==> src/rtl/bwt_mem_pkg.sv <==
// Shared types and constants for the occurrence-table memory responder.
package bwt_mem_pkg;

  localparam int CL_DEFAULT         = 512;
  localparam int ADDR_WIDTH_DEFAULT = 42;

  // Memory read/return tag: which of the two lines a beat belongs to.
  localparam logic TAG_K = 1'b0;
  localparam logic TAG_L = 1'b1;

  typedef enum logic [2:0] {
    ST_IDLE,
    ST_ISSUE_K,
    ST_ISSUE_L,
    ST_WAIT,
    ST_OUT
  } state_t;

endpackage

==> src/rtl/bwt_req_fifo.sv <==
// Synchronous request FIFO; DEPTH must be a power of two (>= 2) so the
// pointers wrap on their own.
module bwt_req_fifo #(
  parameter int WIDTH = 94,
  parameter int DEPTH = 8
) (
  input  logic                     clk,
  input  logic                     rst,
  input  logic                     push,
  input  logic [WIDTH-1:0]         wdata,
  input  logic                     pop,
  output logic [WIDTH-1:0]         rdata,
  output logic                     full,
  output logic                     empty,
  output logic [$clog2(DEPTH):0]   count
);

  localparam int PW = $clog2(DEPTH);
  localparam logic [PW:0] FULL_CNT = DEPTH[PW:0];

  logic [WIDTH-1:0] mem [DEPTH];
  logic [PW-1:0]    wr_ptr, rd_ptr;
  logic             do_push, do_pop;

  assign full    = (count == FULL_CNT);
  assign empty   = (count == '0);
  assign do_push = push & ~full;
  assign do_pop  = pop & ~empty;
  assign rdata   = mem[rd_ptr];

  // Pointer and occupancy bookkeeping; a simultaneous push and pop leaves count alone.
  always_ff @(posedge clk or negedge rst) begin
    if (!rst) begin
      wr_ptr <= '0;
      rd_ptr <= '0;
      count  <= '0;
    end else begin
      if (do_push) wr_ptr <= wr_ptr + 1'b1;
      if (do_pop)  rd_ptr <= rd_ptr + 1'b1;
      case ({do_push, do_pop})
        2'b10:   count <= count + 1'b1;
        2'b01:   count <= count - 1'b1;
        default: count <= count;
      endcase
    end
  end

  // Storage array; contents need no reset since count gates visibility.
  always_ff @(posedge clk) begin
    if (do_push) mem[wr_ptr] <= wdata;
  end

endmodule

==> src/rtl/bwt_mem_responder.sv <==
// Memory-side responder: queues tagged k/l line requests, issues the one or
// two cache-line reads, gathers out-of-order returns and presents both lines.
module bwt_mem_responder
  import bwt_mem_pkg::*;
#(
  parameter int READ_NUM_WIDTH = 10,
  parameter int ADDR_WIDTH     = ADDR_WIDTH_DEFAULT,
  parameter int CL             = CL_DEFAULT,
  parameter int FIFO_DEPTH     = 8
) (
  input  logic                      clk,
  input  logic                      rst,
  input  logic                      req_valid,
  input  logic [READ_NUM_WIDTH-1:0] req_read_num,
  input  logic [ADDR_WIDTH-1:0]     req_addr_k,
  input  logic [ADDR_WIDTH-1:0]     req_addr_l,
  output logic                      req_ready,
  output logic                      mem_rd_valid,
  output logic [ADDR_WIDTH-1:0]     mem_rd_addr,
  output logic                      mem_rd_tag,
  input  logic                      mem_rd_ready,
  input  logic                      mem_rsp_valid,
  input  logic                      mem_rsp_tag,
  input  logic [CL-1:0]             mem_rsp_data,
  input  logic                      stall,
  output logic                      rsp_valid,
  output logic [READ_NUM_WIDTH-1:0] rsp_read_num,
  output logic [CL-1:0]             rsp_cl_k,
  output logic [CL-1:0]             rsp_cl_l,
  output logic                      err
);

  localparam int EW = READ_NUM_WIDTH + 2*ADDR_WIDTH;
  localparam int CW = $clog2(FIFO_DEPTH) + 1;
  localparam logic [CW-1:0] FULL_CNT = FIFO_DEPTH[CW-1:0];

  state_t state_q, state_d;

  logic [EW-1:0]             fifo_rdata;
  logic                      fifo_full, fifo_empty, fifo_push, fifo_pop;
  logic [CW-1:0]             fifo_count;
  logic [READ_NUM_WIDTH-1:0] h_rn;
  logic [ADDR_WIDTH-1:0]     h_ak, h_al;

  logic [READ_NUM_WIDTH-1:0] rn_q;
  logic [ADDR_WIDTH-1:0]     addr_k_q, addr_l_q;
  logic [CL-1:0]             cl_k_q, cl_l_q;
  logic                      same_q, got_k_q, got_l_q, err_q;
  logic                      rsp_window, take_k, take_l, rsp_bad;

  assign req_ready = (fifo_count != FULL_CNT);
  assign fifo_push = req_valid & ~fifo_full;
  assign fifo_pop  = (state_q == ST_IDLE) & ~fifo_empty;
  assign {h_rn, h_ak, h_al} = fifo_rdata;

  bwt_req_fifo #(.WIDTH(EW), .DEPTH(FIFO_DEPTH)) u_fifo (
    .clk   (clk),
    .rst   (rst),
    .push  (fifo_push),
    .wdata ({req_read_num, req_addr_k, req_addr_l}),
    .pop   (fifo_pop),
    .rdata (fifo_rdata),
    .full  (fifo_full),
    .empty (fifo_empty),
    .count (fifo_count)
  );

  // State register.
  always_ff @(posedge clk or negedge rst) begin
    if (!rst) state_q <= ST_IDLE;
    else      state_q <= state_d;
  end

  // Next state: one request in flight; stall only holds OUT.
  always_comb begin
    state_d = state_q;
    case (state_q)
      ST_IDLE:    if (!fifo_empty)        state_d = ST_ISSUE_K;
      ST_ISSUE_K: if (mem_rd_ready)       state_d = same_q ? ST_WAIT : ST_ISSUE_L;
      ST_ISSUE_L: if (mem_rd_ready)       state_d = ST_WAIT;
      ST_WAIT:    if (got_k_q && got_l_q) state_d = ST_OUT;
      ST_OUT:     if (!stall)             state_d = ST_IDLE;
      default:                            state_d = ST_IDLE;
    endcase
  end

  // Outputs decoded from state; result data comes straight from the working registers.
  always_comb begin
    mem_rd_valid = 1'b0;
    mem_rd_addr  = '0;
    mem_rd_tag   = TAG_K;
    rsp_valid    = 1'b0;
    case (state_q)
      ST_ISSUE_K: begin
        mem_rd_valid = 1'b1;
        mem_rd_addr  = addr_k_q;
        mem_rd_tag   = TAG_K;
      end
      ST_ISSUE_L: begin
        mem_rd_valid = 1'b1;
        mem_rd_addr  = addr_l_q;
        mem_rd_tag   = TAG_L;
      end
      ST_OUT:  rsp_valid = 1'b1;
      default: ;
    endcase
  end

  assign rsp_read_num = rn_q;
  assign rsp_cl_k     = cl_k_q;
  assign rsp_cl_l     = cl_l_q;
  assign err          = err_q;

  // Classify a return beat. Before the k read is accepted nothing can be
  // outstanding, so a beat in ISSUE_K is treated like one in IDLE/OUT.
  always_comb begin
    rsp_window = (state_q == ST_ISSUE_L) || (state_q == ST_WAIT);
    take_k     = mem_rsp_valid & rsp_window & (mem_rsp_tag == TAG_K) & ~got_k_q;
    take_l     = mem_rsp_valid & rsp_window & (mem_rsp_tag == TAG_L) & ~same_q & ~got_l_q;
    rsp_bad    = mem_rsp_valid & ~take_k & ~take_l;
  end

  // Working registers: load on pop, then fill lines as returns land.
  always_ff @(posedge clk or negedge rst) begin
    if (!rst) begin
      rn_q     <= '0;
      addr_k_q <= '0;
      addr_l_q <= '0;
      same_q   <= 1'b0;
      got_k_q  <= 1'b0;
      got_l_q  <= 1'b0;
      cl_k_q   <= '0;
      cl_l_q   <= '0;
    end else if (fifo_pop) begin
      rn_q     <= h_rn;
      addr_k_q <= h_ak;
      addr_l_q <= h_al;
      same_q   <= (h_ak == h_al);
      got_k_q  <= 1'b0;
      got_l_q  <= 1'b0;
    end else begin
      if (take_k) begin
        cl_k_q  <= mem_rsp_data;
        got_k_q <= 1'b1;
        if (same_q) begin
          cl_l_q  <= mem_rsp_data;
          got_l_q <= 1'b1;
        end
      end
      if (take_l) begin
        cl_l_q  <= mem_rsp_data;
        got_l_q <= 1'b1;
      end
    end
  end

  // Sticky protocol error; offending beats are dropped.
  always_ff @(posedge clk or negedge rst) begin
    if (!rst)         err_q <= 1'b0;
    else if (rsp_bad) err_q <= 1'b1;
  end

endmodule
==> config.mk <==
export PLATFORM = sky130hd
export DESIGN_NAME = bwt_mem_responder
export DESIGN_NICKNAME = d
export VERILOG_FILES = /design/src/rtl/bwt_mem_pkg.sv /design/src/rtl/bwt_req_fifo.sv /design/src/rtl/bwt_mem_responder.sv
export SDC_FILE = /design/constraint.sdc
export NUM_CORES = 2
export LEC_CHECK = 0
export BUFFER_PORTS_ARGS = -buffer_cell sky130_fd_sc_hd__buf_2
export CAP_MARGIN = 20
export CORE_AREA = 2 2 668 670
export CTS_CLUSTER_DIAMETER = 120
export DETAILED_ROUTE_END_ITERATION = 8
export DIE_AREA = 0 0 670 672
export PLACE_DENSITY = 0.31
export SLEW_MARGIN = 30
export SYNTH_ARGS = -nofsm -noshare
export SYNTH_HDL_FRONTEND = slang
export SYNTH_HIERARCHICAL = 1
export SYNTH_SLANG_ARGS = --single-unit
==> constraint.sdc <==
create_clock -name clk -period 21.1 [get_ports clk]
set_input_delay 1.055 -clock clk [delete_from_list [all_inputs] [get_ports clk]]
set_output_delay 1.055 -clock clk [all_outputs]
set_load 0.1 [all_outputs]
# Word level (Yosys, flattened, before mapping)
# Memories as Yosys holds them, arrays and structs flattened.
# Index checks and enable logic that the tools add are counted.
# word_totals
register_bits	1135
ram_bits	752
input_bits	613
mem_count	1
# mem_list
memory	depth	width	rd	rd_clocked_by_memory_dff	wr	line	rtl
u_fifo.mem	8	94	1	0	1	bwt_req_fifo.sv:21	logic [WIDTH-1:0] mem [DEPTH];
# classes
n_addsub	4
eq_ne	14
n_mux	23
bitwise_logic	21
reduce_logical	15
# ops
op	n
512-bit two-way mux	3
42-bit one-hot mux with 2 select lines	1
42-bit == test	1
3-bit two-way mux	5
3-bit one-hot mux with 5 select lines	1
1-bit bitwise AND	12
1-bit two-way mux	12
2-bit != test, second input constant	5
1-bit NOT	9
4-bit one-hot mux with 2 select lines	1
2-bit nonzero test	4
3-bit by 1-bit adder with 3-bit output, second input constant	2
3-bit by 2-bit == test with 1-bit output, second input constant	2
3-bit nonzero test	2
5-bit AND reduction	1
4-bit by 1-bit adder with 4-bit output, second input constant	1
4-bit == test, second input constant	1
4-bit logical NOT	1
4-bit != test, second input constant	1
2-bit AND reduction	2
4-bit by 1-bit subtractor with 4-bit output, second input constant	1
3-bit by 1-bit == test with 1-bit output, second input constant	1
3-bit == test, second input constant	1
3-bit logical NOT	1
other kinds (6)	6

# Depth between registers and ports, before layout
# depth
depth_word	8
mapped_depth	12

# Hierarchy
# The synthesis kept the hierarchy.
# by_module_without_submodules
mod	n_inst	cells_per_inst	area_each_um2
bwt_mem_responder	1	2710	44551.5
bwt_req_fifo	1	1154	28835.2

# Worst setup path before layout
# No wires, ideal clock.
# synth_timing
path_kind	input to register
from	input req_valid
to	memory u_fifo.mem[1][0], enable pin
setup_time_ns	0.662
arrival_ns	7.807
required_ns	20.438
setup_slack_ns	12.632
cell_stages	3
path_buffers	0
path_cell_list	nor2b_1 > nand3_1 > nor3_1
# synth_between
elab_chain_len	4
# synth_rtl
item	line	rtl
from (decl)	bwt_mem_responder.sv:13	input logic req_valid,
1-bit bitwise AND	bwt_mem_responder.sv:52	assign fifo_push = req_valid & ~fifo_full;
1-bit bitwise AND	bwt_req_fifo.sv:27	assign do_push = push & ~full;
1-bit two-way mux	bwt_req_fifo.sv:50	if (do_push) mem[wr_ptr] <= wdata;
1-bit two-way mux (implied by the code)	bwt_req_fifo.sv:50	
to (decl)	bwt_req_fifo.sv:21	
# Every way passes these cells.

# Final worst setup path
# layout_timing
from	register state_q[1]
to	register cl_l_q[33], in the netlist rsp_cl_l[33]
# layout_between
elab_chain_len	8
word_cells_on_any_way	16
# layout_rtl
item	line	rtl
from (decl)	bwt_mem_responder.sv:37	state_t state_q, state_d;
from (signal assigned)	bwt_mem_responder.sv:71	else state_q <= state_d;
3-bit by 2-bit == test with 1-bit output	bwt_mem_responder.sv:117	rsp_window = (state_q == ST_ISSUE_L) || (state_q == ST_WAIT);
1-bit logical OR	bwt_mem_responder.sv:117	
1-bit bitwise AND	bwt_mem_responder.sv:118, bwt_mem_responder.sv:119	
1-bit bitwise AND (3 in series)	bwt_mem_responder.sv:119	take_l = mem_rsp_valid & rsp_window & (mem_rsp_tag == TAG_L) & ~same_q & ~got_l_q;
2-bit nonzero test (no line)	-	
3-bit AND reduction (no line)	-	
to (signal assigned)	bwt_mem_responder.sv:146	cl_l_q <= mem_rsp_data;
to (signal assigned)	bwt_mem_responder.sv:151	cl_l_q <= mem_rsp_data;
to (decl)	bwt_mem_responder.sv:47	logic [CL-1:0] cl_k_q, cl_l_q;
# Parallel ways exist; a longest one is shown, timed or not.
# A chain may end at the register's enable or synchronous reset.

==> impl_metrics.py <==
metrics = {
    "synthesis": {
        "ys_types": 46,
        "seq_area_frac_synth_pct": 69.5,
        "synth-seq-cells": 1887,
        "synth-compound-area-share_pct": 0.694,
        "yosys-top-cells-area": "dfrtp_1, edfxtp_1, mux2_2",
        "yosys-mux-area-fraction_pct": 25.4,
        "avgSynthCellArea_um2": 19.0,
        "yosys.area_share.simple_pct": 1.92,
        "synth_area_leader_cell": "dfrtp_1",
        "synth_warnings": 6,
        "synthAdderAreaFrac_pct": 0.113,
        "synth_top_family_by_area": "multiplexers",
        "syn_inst": 3864,
        "synth_nets": 4483,
        "synth_xor_area_share_pct": 0.573,
        "syn_area_um2": 73400,
        "yosys.area.top_type_share_pct": 38.7,
    },
    "timing": {
        "worstMarginPinSlew_ns": 0.986,
        "max_freq_mhz": 179,
        "finalCriticalPeriod_ns": 5.58,
        "rsz0062_at_grt": "no",
        "setup_tns_ns": 0,
        "fin_crit_sh_pct": 26.4,
        "skew_ns": 0.0347,
        "slew_viol_final": 0,
        "maxSlewHeadroom_pct": 34.3,
        "setup_viol": 0,
        "hold_violations": 0,
        "worst_hold_slack_ns": 0.364,
    },
    "outcome": {
        "status": "completed",
    },
    "routing": {
        "drc": 0,
        "num_vias": 44800,
        "wirelength_um": 439000,
        "wl_per_cell_um": 37.0,
        "avgViaCountPerCell": 3.78,
        "firstDrtPassIters": 5,
        "drt_iter0_markers": 3010,
        "drt.antenna.violating_nets": 0,
    },
    "final_layout": {
        "fin_area_um2": 96800,
        "final_cell_mix": "buf_2, dfrtp_1, edfxtp_1",
        "drive_gt1_share_pct": 58.7,
        "n_fill_cell": 47100,
        "final_nets": 6280,
        "area.growth.synth_to_final_pct": 32.0,
        "layout_commonest_cell": "buf_2",
    },
    "grt": {
        "grt-ovfl-total": 0,
        "antenna_found_initial": 252,
        "grt_pass1_wl_um": 547000,
        "first_global_vias": 45300,
        "grt_start_max_net_pins": 142,
        "track_usage_pct": 18.9,
    },
    "critical_path": {
        "cp-end-kind": "flop",
        "crit_type": "flop to flop",
        "path_cells": "nor2b_1 > nand3_4 > o21ai_4 > buf_4 > buf_6 > buf_6 > buf_4 > mux2_2",
        "arrival_ns": 6.37,
        "startpoint_type": "flop",
        "required_ns": 21.89,
        "cp_num_buf_inv": 4,
        "max_stage_delay_ns": 0.74,
        "cp_slowest_cell": "buf_4",
        "cp_max_fo": 53,
        "r2r_setup_slack_ns": 15.52,
        "cp_top_family": "buffers and inverters",
    },
    "place": {
        "dp_hpwl_um": 348000,
        "placed_area_um2": 88700,
        "port_buffers": 1693,
        "place_congestion": 0.989,
    },
    "floorplanning": {
        "fp.dieW_um": 670,
        "dieHeight_um": 672,
        "io_pins": 1694,
        "initial_core_util_pct": 16.5,
        "die-area_um2": 450000,
        "core-area_um2": 444000,
        "rows": 245,
    },
    "clock_tree": {
        "htree_levels": 4,
        "insertion_delay_ns": 0.92,
        "cts_resized": 0,
        "cts_made_buffers": 239,
        "cts_sinks": 1887,
        "cts.path.max_buffers": 4,
        "cts_tree": "yes",
        "clk_pin_slew_worst_paths_ns": 0.06,
        "cts_root_buffer": "clkbuf_16",
    },
    "flow_run": {
        "cap_violations": 0,
    },
    "min_path": {
        "hold_class": "input pin to flop",
    },
}
## stage by stage
stage	setup WS [ns]	cells	utilization [%]
2_1_floorplan	12.63	3864	-
3_3_place_gp	14.27	11300	20.0
3_5_place_dp	14.59	11300	20.0
4_1_cts	15.14	11800	21.8
5_1_grt	15.19	11800	21.8
6_report	15.52	11900	21.8
## final timing paths
| kind | from | cells after the start | to |
|---|---|---|---|
| min in group asynchronous | rst | 2 | rsp_cl_k[284] |
| worst max-delay path | state_q[1] | 8 | rsp_cl_l[33] |
| worst max register to register | state_q[1] | 8 | rsp_cl_l[33] |
| max in group asynchronous | rst | 6 | rsp_cl_k[238] |
| worst min register to register | addr_l_q[8] | 2 | addr_l_q[8] |
| worst min-delay path | mem_rsp_data[274] | 2 | rsp_cl_l[274] |
## cell type report
| cell class | instances | area [um^2] | area share, % |
|---|---|---|---|
| clock inverter | 93 | 1050 | 1.08 |
| inverter | 7 | 28.8 | 0.0297 |
| timing repair buffer | 1756 | 9230 | 9.53 |
| antenna | 69 | 173 | 0.178 |
| multi-input combinational | 1770 | 21100 | 21.8 |
| sequential | 1887 | 51000 | 52.7 |
| tap | 5928 | 7420 | 7.66 |
| clock buffer | 347 | 6800 | 7.02 |
## synthesized netlist by cell type, drive strengths merged
cell type and n:
a31o 1, a21o 1, mux2 1121, nand4 9
mux4 188, edfxtp 752, a41oi 1, nor2b 3
mux2i 1, o311ai 1, nor3 3, or4 1
or4b 3, nand3b 1, xnor2 26, o22a 1
ha 5, inv 7, o41ai 1, dfrtp 1135
nor2 10, nand2b 2, clkbuf 47, buf 153
o21ai 5, o211ai 1, xor2 22, nand3 6
nor4 7, fa 1, nand2 294, o21a 1
a211oi 1, a22o 42, a2111o 1, nor3b 5
a21oi 4, or2 1
## registers in the layout, indices dropped and copies added (netlist names)
| name | cells |
|---|---|
| u_fifo/count | 4 |
| addr_k_q | 42 |
| addr_l_q | 42 |
| got_l_q | 1 |
| state_q | 3 |
| rsp_cl_k | 512 |
| rsp_read_num | 10 |
| u_fifo/rd_ptr | 3 |
| err | 1 |
| rsp_cl_l | 512 |
| u_fifo/wr_ptr | 3 |
| same_q | 1 |
| got_k_q | 1 |
| u_fifo/mem | 752 |
## cell families after synthesis
kind of cell	count (synthesis)
DFF	1887
and+or+nand+nor	345
buffers and inverters	207
adders and majority gates	6
xor gates and xnor gates	48
muxes	1310
AOI/OAI and AO/OA	61
## metal layers
| metal | part of all wire (%) | vias up | routed length (um) | track usage, % |
|---|---|---|---|---|
| li1 | - | 18200 | - | - |
| met1 | 42 | 24000 | 182000 | 23.6 |
| met2 | 48 | 1766 | 210000 | 31.7 |
| met3 | 5.7 | 785 | 25200 | 4.22 |
| met4 | 4.7 | 74 | 20700 | 7.03 |
| met5 | 0.12 | - | 511 | 0 |
## what timing repair did
item                                    in CTS  in global routing
endpoints found under the setup margin       0                  0
hold buffers                                 1                  0
setup buffers                                0                  0
hold endpoints to repair                    17                  0
Power is not shown: default switching activity piles up to over one toggle a cycle in this logic, so the estimate is an artifact.
